## src/rtl/layer_sequencer.sv

```systemverilog
// Layer chain sequencer: pulses each layer's compute, waits for its done, then
// walks the layer's output memory into the next layer's input memory.
module layer_sequencer #(
    parameter int                          NUM_LAYERS   = 2,
    parameter int                          IDX_W        = 16,
    parameter logic [NUM_LAYERS*IDX_W-1:0] XFER_CH      = {16'd0, 16'd16},
    parameter logic [NUM_LAYERS*IDX_W-1:0] XFER_ROWS    = {16'd0, 16'd26},
    parameter logic [NUM_LAYERS*IDX_W-1:0] XFER_COLS    = {16'd0, 16'd26},
    parameter int                          READ_LATENCY = 1,
    parameter int                          TIMEOUT      = 0,
    parameter bit                          CONTINUOUS   = 1'b0
) (
    input  logic                  clk,
    input  logic                  reset,
    input  logic                  start,
    input  logic                  abort,
    input  logic [NUM_LAYERS-1:0] layer_done,
    output logic [NUM_LAYERS-1:0] layer_start,
    output logic [3*IDX_W-1:0]    rd_index,
    output logic [2:0]            rd_src,
    output logic [3*IDX_W-1:0]    wr_index,
    output logic [NUM_LAYERS-1:0] wr_en,
    output logic [2:0]            cur_layer,
    output logic                  busy,
    output logic                  done,
    output logic                  timeout
);
    typedef enum logic [2:0] {S_IDLE, S_START, S_WAIT, S_XFER, S_DRAIN, S_FINISH} state_t;

    localparam logic [2:0]  LAST_LAYER = 3'(NUM_LAYERS - 1);
    localparam logic [31:0] WD_LIMIT   = (TIMEOUT == 0) ? 32'd0 : 32'(TIMEOUT - 1);

    state_t             state_q, state_d;
    logic [2:0]         cur_q, cur_d;
    logic [IDX_W-1:0]   ch_q, ch_d, row_q, row_d, col_q, col_d;
    logic [31:0]        wd_q, wd_d;
    logic               timeout_q, timeout_d;

    logic [IDX_W-1:0]   dim_ch, dim_row, dim_col;
    logic               done_sel, rd_vld, wr_vld, pipe_busy, kill;
    logic [3*IDX_W-1:0] rd_idx, wr_idx;

    assign kill   = abort && (state_q != S_IDLE);
    assign rd_idx = {ch_q, row_q, col_q};
    // Any zero dimension means the transfer has no beats at all.
    assign rd_vld = (state_q == S_XFER) && (dim_ch != '0) && (dim_row != '0) && (dim_col != '0);

    always_comb begin
        dim_ch   = '0;
        dim_row  = '0;
        dim_col  = '0;
        done_sel = 1'b0;
        for (int i = 0; i < NUM_LAYERS; i++) begin
            if (cur_q == 3'(i)) begin
                dim_ch   = XFER_CH[i*IDX_W +: IDX_W];
                dim_row  = XFER_ROWS[i*IDX_W +: IDX_W];
                dim_col  = XFER_COLS[i*IDX_W +: IDX_W];
                done_sel = layer_done[i];
            end
        end
    end

    // Source read latency compensation: valid/index travel together.
    generate
        if (READ_LATENCY == 0) begin : g_no_lat
            assign wr_vld    = rd_vld;
            assign wr_idx    = rd_idx;
            assign pipe_busy = 1'b0;
        end else begin : g_lat
            logic [READ_LATENCY-1:0]              vld_q, vld_d;
            logic [READ_LATENCY-1:0][3*IDX_W-1:0] idx_q, idx_d;

            always_comb begin
                vld_d    = '0;
                idx_d    = '0;
                vld_d[0] = rd_vld;
                idx_d[0] = rd_idx;
                for (int i = 1; i < READ_LATENCY; i++) begin
                    vld_d[i] = vld_q[i-1];
                    idx_d[i] = idx_q[i-1];
                end
                if (kill) vld_d = '0;
            end

            always_ff @(posedge clk or negedge reset) begin
                if (!reset) begin
                    vld_q <= '0;
                    idx_q <= '0;
                end else begin
                    vld_q <= vld_d;
                    idx_q <= idx_d;
                end
            end

            assign wr_vld    = vld_q[READ_LATENCY-1];
            assign wr_idx    = idx_q[READ_LATENCY-1];
            // Beats still in flight after the current cycle.
            assign pipe_busy = |vld_d;
        end
    endgenerate

    always_comb begin
        state_d   = state_q;
        cur_d     = cur_q;
        ch_d      = ch_q;
        row_d     = row_q;
        col_d     = col_q;
        wd_d      = wd_q;
        timeout_d = timeout_q;
        case (state_q)
            S_IDLE: begin
                if (start && !abort) begin
                    state_d   = S_START;
                    cur_d     = '0;
                    timeout_d = 1'b0;
                end
            end
            S_START: begin
                wd_d    = '0;
                state_d = S_WAIT;
            end
            S_WAIT: begin
                if (done_sel) begin
                    state_d = (cur_q == LAST_LAYER) ? S_FINISH : S_XFER;
                    ch_d    = '0;
                    row_d   = '0;
                    col_d   = '0;
                end else if (TIMEOUT != 0 && wd_q == WD_LIMIT) begin
                    timeout_d = 1'b1;
                    state_d   = S_IDLE;
                    cur_d     = '0;
                end else begin
                    wd_d = wd_q + 32'd1;
                end
            end
            S_XFER: begin
                if (!rd_vld) begin
                    state_d = S_DRAIN;
                end else if (col_q != dim_col - 1'b1) begin
                    col_d = col_q + 1'b1;
                end else begin
                    col_d = '0;
                    if (row_q != dim_row - 1'b1) begin
                        row_d = row_q + 1'b1;
                    end else begin
                        row_d = '0;
                        if (ch_q != dim_ch - 1'b1) begin
                            ch_d = ch_q + 1'b1;
                        end else begin
                            ch_d    = '0;
                            state_d = S_DRAIN;
                        end
                    end
                end
            end
            S_DRAIN: begin
                if (!pipe_busy) begin
                    state_d = S_START;
                    cur_d   = cur_q + 3'd1;
                end
            end
            S_FINISH: begin
                state_d = CONTINUOUS ? S_START : S_IDLE;
                cur_d   = '0;
            end
            default: state_d = S_IDLE;
        endcase
        if (kill) begin
            state_d = S_IDLE;
            cur_d   = '0;
            ch_d    = '0;
            row_d   = '0;
            col_d   = '0;
        end
    end

    always_ff @(posedge clk or negedge reset) begin
        if (!reset) begin
            state_q   <= S_IDLE;
            cur_q     <= '0;
            ch_q      <= '0;
            row_q     <= '0;
            col_q     <= '0;
            wd_q      <= '0;
            timeout_q <= 1'b0;
        end else begin
            state_q   <= state_d;
            cur_q     <= cur_d;
            ch_q      <= ch_d;
            row_q     <= row_d;
            col_q     <= col_d;
            wd_q      <= wd_d;
            timeout_q <= timeout_d;
        end
    end

    always_comb begin
        layer_start = '0;
        wr_en       = '0;
        for (int i = 0; i < NUM_LAYERS; i++) begin
            layer_start[i] = (state_q == S_START) && (cur_q == 3'(i));
            wr_en[i]       = wr_vld && ((cur_q + 3'd1) == 3'(i));
        end
    end

    assign rd_index  = rd_idx;
    assign rd_src    = cur_q;
    assign wr_index  = wr_idx;
    assign cur_layer = cur_q;
    assign busy      = (state_q != S_IDLE);
    assign done      = (state_q == S_FINISH);
    assign timeout   = timeout_q;
endmodule

```

## config.mk

```make
export PLATFORM = sky130hd
export DESIGN_NAME = layer_sequencer
export DESIGN_NICKNAME = d
export VERILOG_FILES = /design/src/rtl/layer_sequencer.sv
export SDC_FILE = /design/constraint.sdc
export NUM_CORES = 1
export LEC_CHECK = 0
export BUFFER_PORTS_ARGS = -buffer_cell sky130_fd_sc_hd__buf_4
export CELL_PAD_IN_SITES_DETAIL_PLACEMENT = 0
export CELL_PAD_IN_SITES_GLOBAL_PLACEMENT = 1
export CORE_ASPECT_RATIO = 0.6
export CORE_MARGIN = 2
export CORE_UTILIZATION = 41
export CTS_CLUSTER_DIAMETER = 30
export DETAILED_ROUTE_END_ITERATION = 7
export PLACE_DENSITY_LB_ADDON = 0.1
export SLEW_MARGIN = 10
export SYNTH_ARGS = -nofsm -noshare
export SYNTH_HDL_FRONTEND = slang
export SYNTH_SLANG_ARGS = --single-unit
export TNS_END_PERCENT = 100
```

## constraint.sdc

```tcl
create_clock -name clk -period 2.45 [get_ports clk]
set_input_delay 0.245 -clock clk [delete_from_list [all_inputs] [get_ports clk]]
set_output_delay 0.245 -clock clk [all_outputs]
set_load 0.02 [all_outputs]
```

Word level (Yosys, flattened, before mapping) --
Cells that the tools add are included.
Storage, ports and cells: register bits after elaboration 103, input bits 6, output and inout bits 109
Operators by class: add/sub/neg operators 6, equality and inequality tests 19, muxes and demuxes 37, reduce and logical (&&, ||, !) cells 23
Operators by type and width (count):
- $mux W16 | 13
- $pmux W16 S2 | 3
- $add A16 B1 Y16 const B | 3
- $ne A16 B16 Y1 | 3
- $mux W3 | 12
- $reduce_bool A16 Y1 | 2
- $sub A16 B1 Y16 const B | 2
- $mux W5 | 4
- $ne A3 B3 Y1 const B | 6
- $pmux W3 S5 | 1
- $ne A4 B4 Y1 const B | 3
- $eq A3 B1 Y1 const B | 3
- $logic_and A1 B1 Y1 | 9
- $logic_not A3 Y1 | 3
- $pmux W3 S3 | 1
- $eq A3 B2 Y1 const B | 2
- $eq A3 B3 Y1 const B | 2
- $reduce_and A3 Y1 | 2
- $reduce_and A6 Y1 | 1
- $reduce_bool A3 Y1 | 2
- $reduce_and A5 Y1 | 1
- $reduce_and A4 Y1 | 1
- $reduce_bool A4 Y1 | 1
- $add A3 B1 Y3 const B | 1
- other kinds (2) | 4

Logic depth before layout (Yosys ltp) --
word-level depth 11, mapped depth 10

Worst setup path before layout --
Ideal clock, no wire load.
path kind register -> register, start point register cur_q[1], in the netlist cur_layer[1], end point register row_q[7], arrival time 2241 ps, required time 2314 ps, setup slack 73 ps, cell stages (with the launch flop) 11, buffers on the path 2, clock period less this slack 2377 ps, path through dfrtp_1 -> inv_1 -> ha_1 -> or3b_4 -> and2_1 -> and2_1 -> buf_4 -> o21ai_4 -> nand2b_1 -> buf_2 -> o31ai_1
On the way: word-level cells in the longest chain between the ends 10, elaborated cells between the ends (all ways) 25, classes of those cells add/sub: 1; eq/ne: 6; mux: 11; reduce/logical: 7
RTL lines:
- start, declared | line 34 | logic [2:0] cur_q, cur_d;
- start signal, assigned | line 188 | cur_q <= cur_d;
- $logic_not A3 Y1 | line 54 | if (cur_q == 3'(i)) begin
- $mux W5 (2 in a row) | line 54
- $sub A16 B1 Y16 | line 139, 143
- $ne A16 B16 Y1 | line 143 | if (row_q != dim_row - 1'b1) begin
- $mux W16 | line 143
- $mux W16 | line 139 | end else if (col_q != dim_col - 1'b1) begin
- $mux W16 | line 137 | if (!rd_vld) begin
- $pmux W16 S2 | line 110 | case (state_q)
- $mux W16 | line 168 | if (kill) begin
- end signal, assigned | line 190 | row_q <= row_d;
- end, declared | line 35 | logic [IDX_W-1:0] ch_q, ch_d, row_q, row_d, col_q, col_d;
Several ways; a longest one is shown, not always the timed one. The select of a mux whose other input is x is not followed. A chain may end at the register's enable or synchronous reset.

Final worst setup path --
start point register cur_q[0], in the netlist cur_layer[0], end point register ch_q[5]
On the way: word-level cells in the longest chain between the ends 11, elaborated cells between the ends (all ways) 29, classes of those cells add/sub: 2; eq/ne: 8; mux: 12; reduce/logical: 7
RTL lines:
- $logic_not A3 Y1 | line 54
- $mux W5 (2 in a row) | line 54
- $sub A16 B1 Y16 | line 147 | if (ch_q != dim_ch - 1'b1) begin
- $ne A16 B16 Y1 | line 147
- $mux W16 | line 147
- $mux W16 | line 143
- $mux W16 | line 139
- $mux W16 | line 137
- $pmux W16 S2 | line 110
- $mux W16 | line 168
- end signal, assigned | line 189 | ch_q <= ch_d;
- end, declared | line 35
Several ways; a longest one is shown, not always the timed one. The select of a mux whose other input is x is not followed.

==> metrics.txt <==
outcome=finished, final reports clean; Worst EP required=2.68 ns; Crit Path Class=flip-flop to flip-flop; YS warnings=0; clock slew at reported path FFs=0.07 ns; Synth Instances=476; final setup fails=0; CP delay by family, top=simple AND/OR/NAND/NOR gates; xor/xnor share of the synthesized area=0.715%; count leader, synth=dfrtp_1; Worst R2R Path Depth=8; Die Ht=88.7 microns; latest clock arrival within the worst-skew pair=0.35 ns; total CTS buffers=9; fill cell count=1083; FF+latch area=2580 sq um; Worst VDD drop=0.399 mV; depth of the worst hold-timing path=2; syn_nets=490; Synth Area per Inst=10.3 sq um; Post-Synth Adder-Cell Area=2.25%; ys flop type=dfrtp_1; Port-buffer cells=113; Crit Path Max Fanout=9; Slew Limit Fails=0; drc violations=0; Fin. Hold Viols=0; Antenna diodes=0; gr usage total=22.1%; max capacitance violation total=0; first-pass GRT wire length=22.5 mm; Worst Setup Start Kind=flip-flop; Tot Pwr=4.33 mW; Synth Cell Area=4900 sq um; CTS H-tree lvls=3; largest family of logic cells by synthesized area=simple AND/OR/NAND/NOR gates; FMAX=433 MHz; commonest cells in the netlist=103 x dfrtp_1, 40 x nand2_1, 39 x o21ai_0; die width=145 microns; Compound-Gate Fraction of Synth Area=16.2%; I/O pin total=115; area of the multi-input gates=2190 sq um; total wire length=14.1 mm; DR WL/cell=17.8 microns; setup TNS=0 ns; WP buf/inv=2; Starting DRT DRC Count=448; GRT Residual Overflow=0; proportion of synthesized area in mux cells=0.230%; number of distinct library cells after synthesis=69; CP peak stage delay=0.56 ns; Tightest Pin Transition=0.708 ns; Cell Pwr Density=655 nW/um^2; Post-synth EDFFs=0; WP data arrival=2.53 ns; part of the Yosys area used for sequential elements=52.6%; largest net degree at the start of global routing=51; Worst Hold Class=input pin to flip-flop; minimum clock period=2.31 ns; Synth top area share=52.6%; critical-path cell list=inv_2 > ha_4 > nor3b_4 > or4_1 > a21oi_2 > buf_4 > nor3_2 > a211o_1; via density per instance=5.66; Yosys top cell by area=dfrtp_1; hpwl dp=10.2 mm; Die Area=12900 sq um; clk_skew=0.00773 ns; P&R area growth vs syn=34.8%; number of global-route vias before repair=4199; CTS tree=done; FF+latch count, synth=103; layout cells sized above 1=34.7%; Clock Sinks=103; num rows=30; CTS Root Cell=clkbuf_16; Pre-Repair DR Iteration Count=5; top post-synthesis cells by area=dfrtp_1 53%, o21ai_0 4.0%, nand2_1 3.1%; endpoint class of the critical path=flip-flop; initial cell density of the core=42.6%; final worst path period share=94.2%; core area=11500 sq um; Synth Area in Simple Gates=24.2%; Slew Limit Headroom=52.8%; initial antenna violation count=0; Vias=4480; GP Congestion=0.854; Final ANT Viol Nets=0; Max Root-Sink Buffers=2; Critical Path Stages=8; leak pwr=3.19 nW; nets@finish=641; CP max-delay cell=or4_1; async set-or-reset flop fraction in the synthesized netlist=100%
layer usage:
metal  vias to the layer above  part of all wire (%)  GRT usage (%)
met1                      2226                    50           33.0
li1                       2070                     -              -
met2                       173                    42           32.7
met5                         -                     0              0
met4                         0                  0.62           3.57
met3                        11                   7.3           6.24
cell usage in the layout (no fill, tap or decap), types with 4 or more instances in the layout:
cell / instances
and4_1: 4
dfrtp_1: 102
inv_1: 9
buf_4: 164
clkbuf_16: 9
nor3b_1: 7
o21ai_1: 7
nor4_1: 10
o211ai_1: 4
a21oi_1: 9
nand2b_1: 4
a22o_1: 5
xor2_1: 4
nor2_1: 26
o31ai_1: 16
or2_2: 4
and2_1: 5
nand2_1: 39
and3_1: 13
nor3_1: 20
o21ai_0: 36
nand4_1: 21
ha_1: 6
nand3_1: 26
worst reg2reg max path, delay by kind of cell, from the launching register on:
family | cells | cell delay [ns]
adder cells (fa/ha/maj) | 1 | 0.17
AND/OR/NAND/NOR | 3 | 0.83
flip-flops | 1 | 0.39
buffers and inverters | 2 | 0.28
AO/OA/AOI/OAI | 2 | 0.52
sequential cells by signal, indices dropped and copies added (netlist names):
name,count
wr_index,48
ch_q,16
col_q,16
row_q,16
cur_layer,3
state_q,3
g_lat.vld_q,1
logic make-up after synthesis:
logic type	after synthesis
and+or+nand+nor	207
AOI/OAI and AO/OA	112
DFF	103
buffers and inverters	39
adders and majority gates	9
xor gates and xnor gates	4
other	1
muxes	1
where the power goes:
group | switching (mW) | total, mW | internal [mW] | leakage [nW]
Clock | 0.647 | 1.47 | 0.826 | 0.153
Combinational | 0.680 | 1.08 | 0.396 | 1.60
Sequential | 0.0438 | 1.78 | 1.73 | 1.43
timing repair:
action	CTS	global route
setup endpoints to repair	0	41
gates resized for setup	0	18
buffers inserted	0	0
hold buffers	1	0
hold endpoints to repair	47	0
through the flow:
stage,utilization [%],hold WS (ns),cells,worst slack (ns),area (sq um)
floorplan,-,-0.0506,476,0.0732,4900
global placement,54.3,0.328,775,0.130,6240
detailed placement,54.3,0.346,775,0.0444,6240
CTS,57.0,0.170,792,0.0155,6550
global route,57.5,0.189,792,-0.00450,6600
finish,57.5,0.177,792,0.142,6600
area by class of cell:
type	count	share of cell area, %
timing repair buffer	168	19.6
clock inverter	6	1.00
sequential	103	39.0
clock buffer	10	3.62
tap	160	3.03
inverter	11	0.625
multi-input combinational	334	33.1
final timing paths:
check,start,end,slack [ns]
max,cur_layer[0],ch_q[5],0.14
min,abort,state_q[1],0.18
max reg2reg,cur_layer[0],ch_q[5],0.14
min reg2reg,row_q[14],wr_index[30],0.48
max in group asynchronous,reset,wr_index[44],1.27
min in group asynchronous,reset,wr_index[5],0.48
No activity file was read; power rests on OpenSTA's default activity.
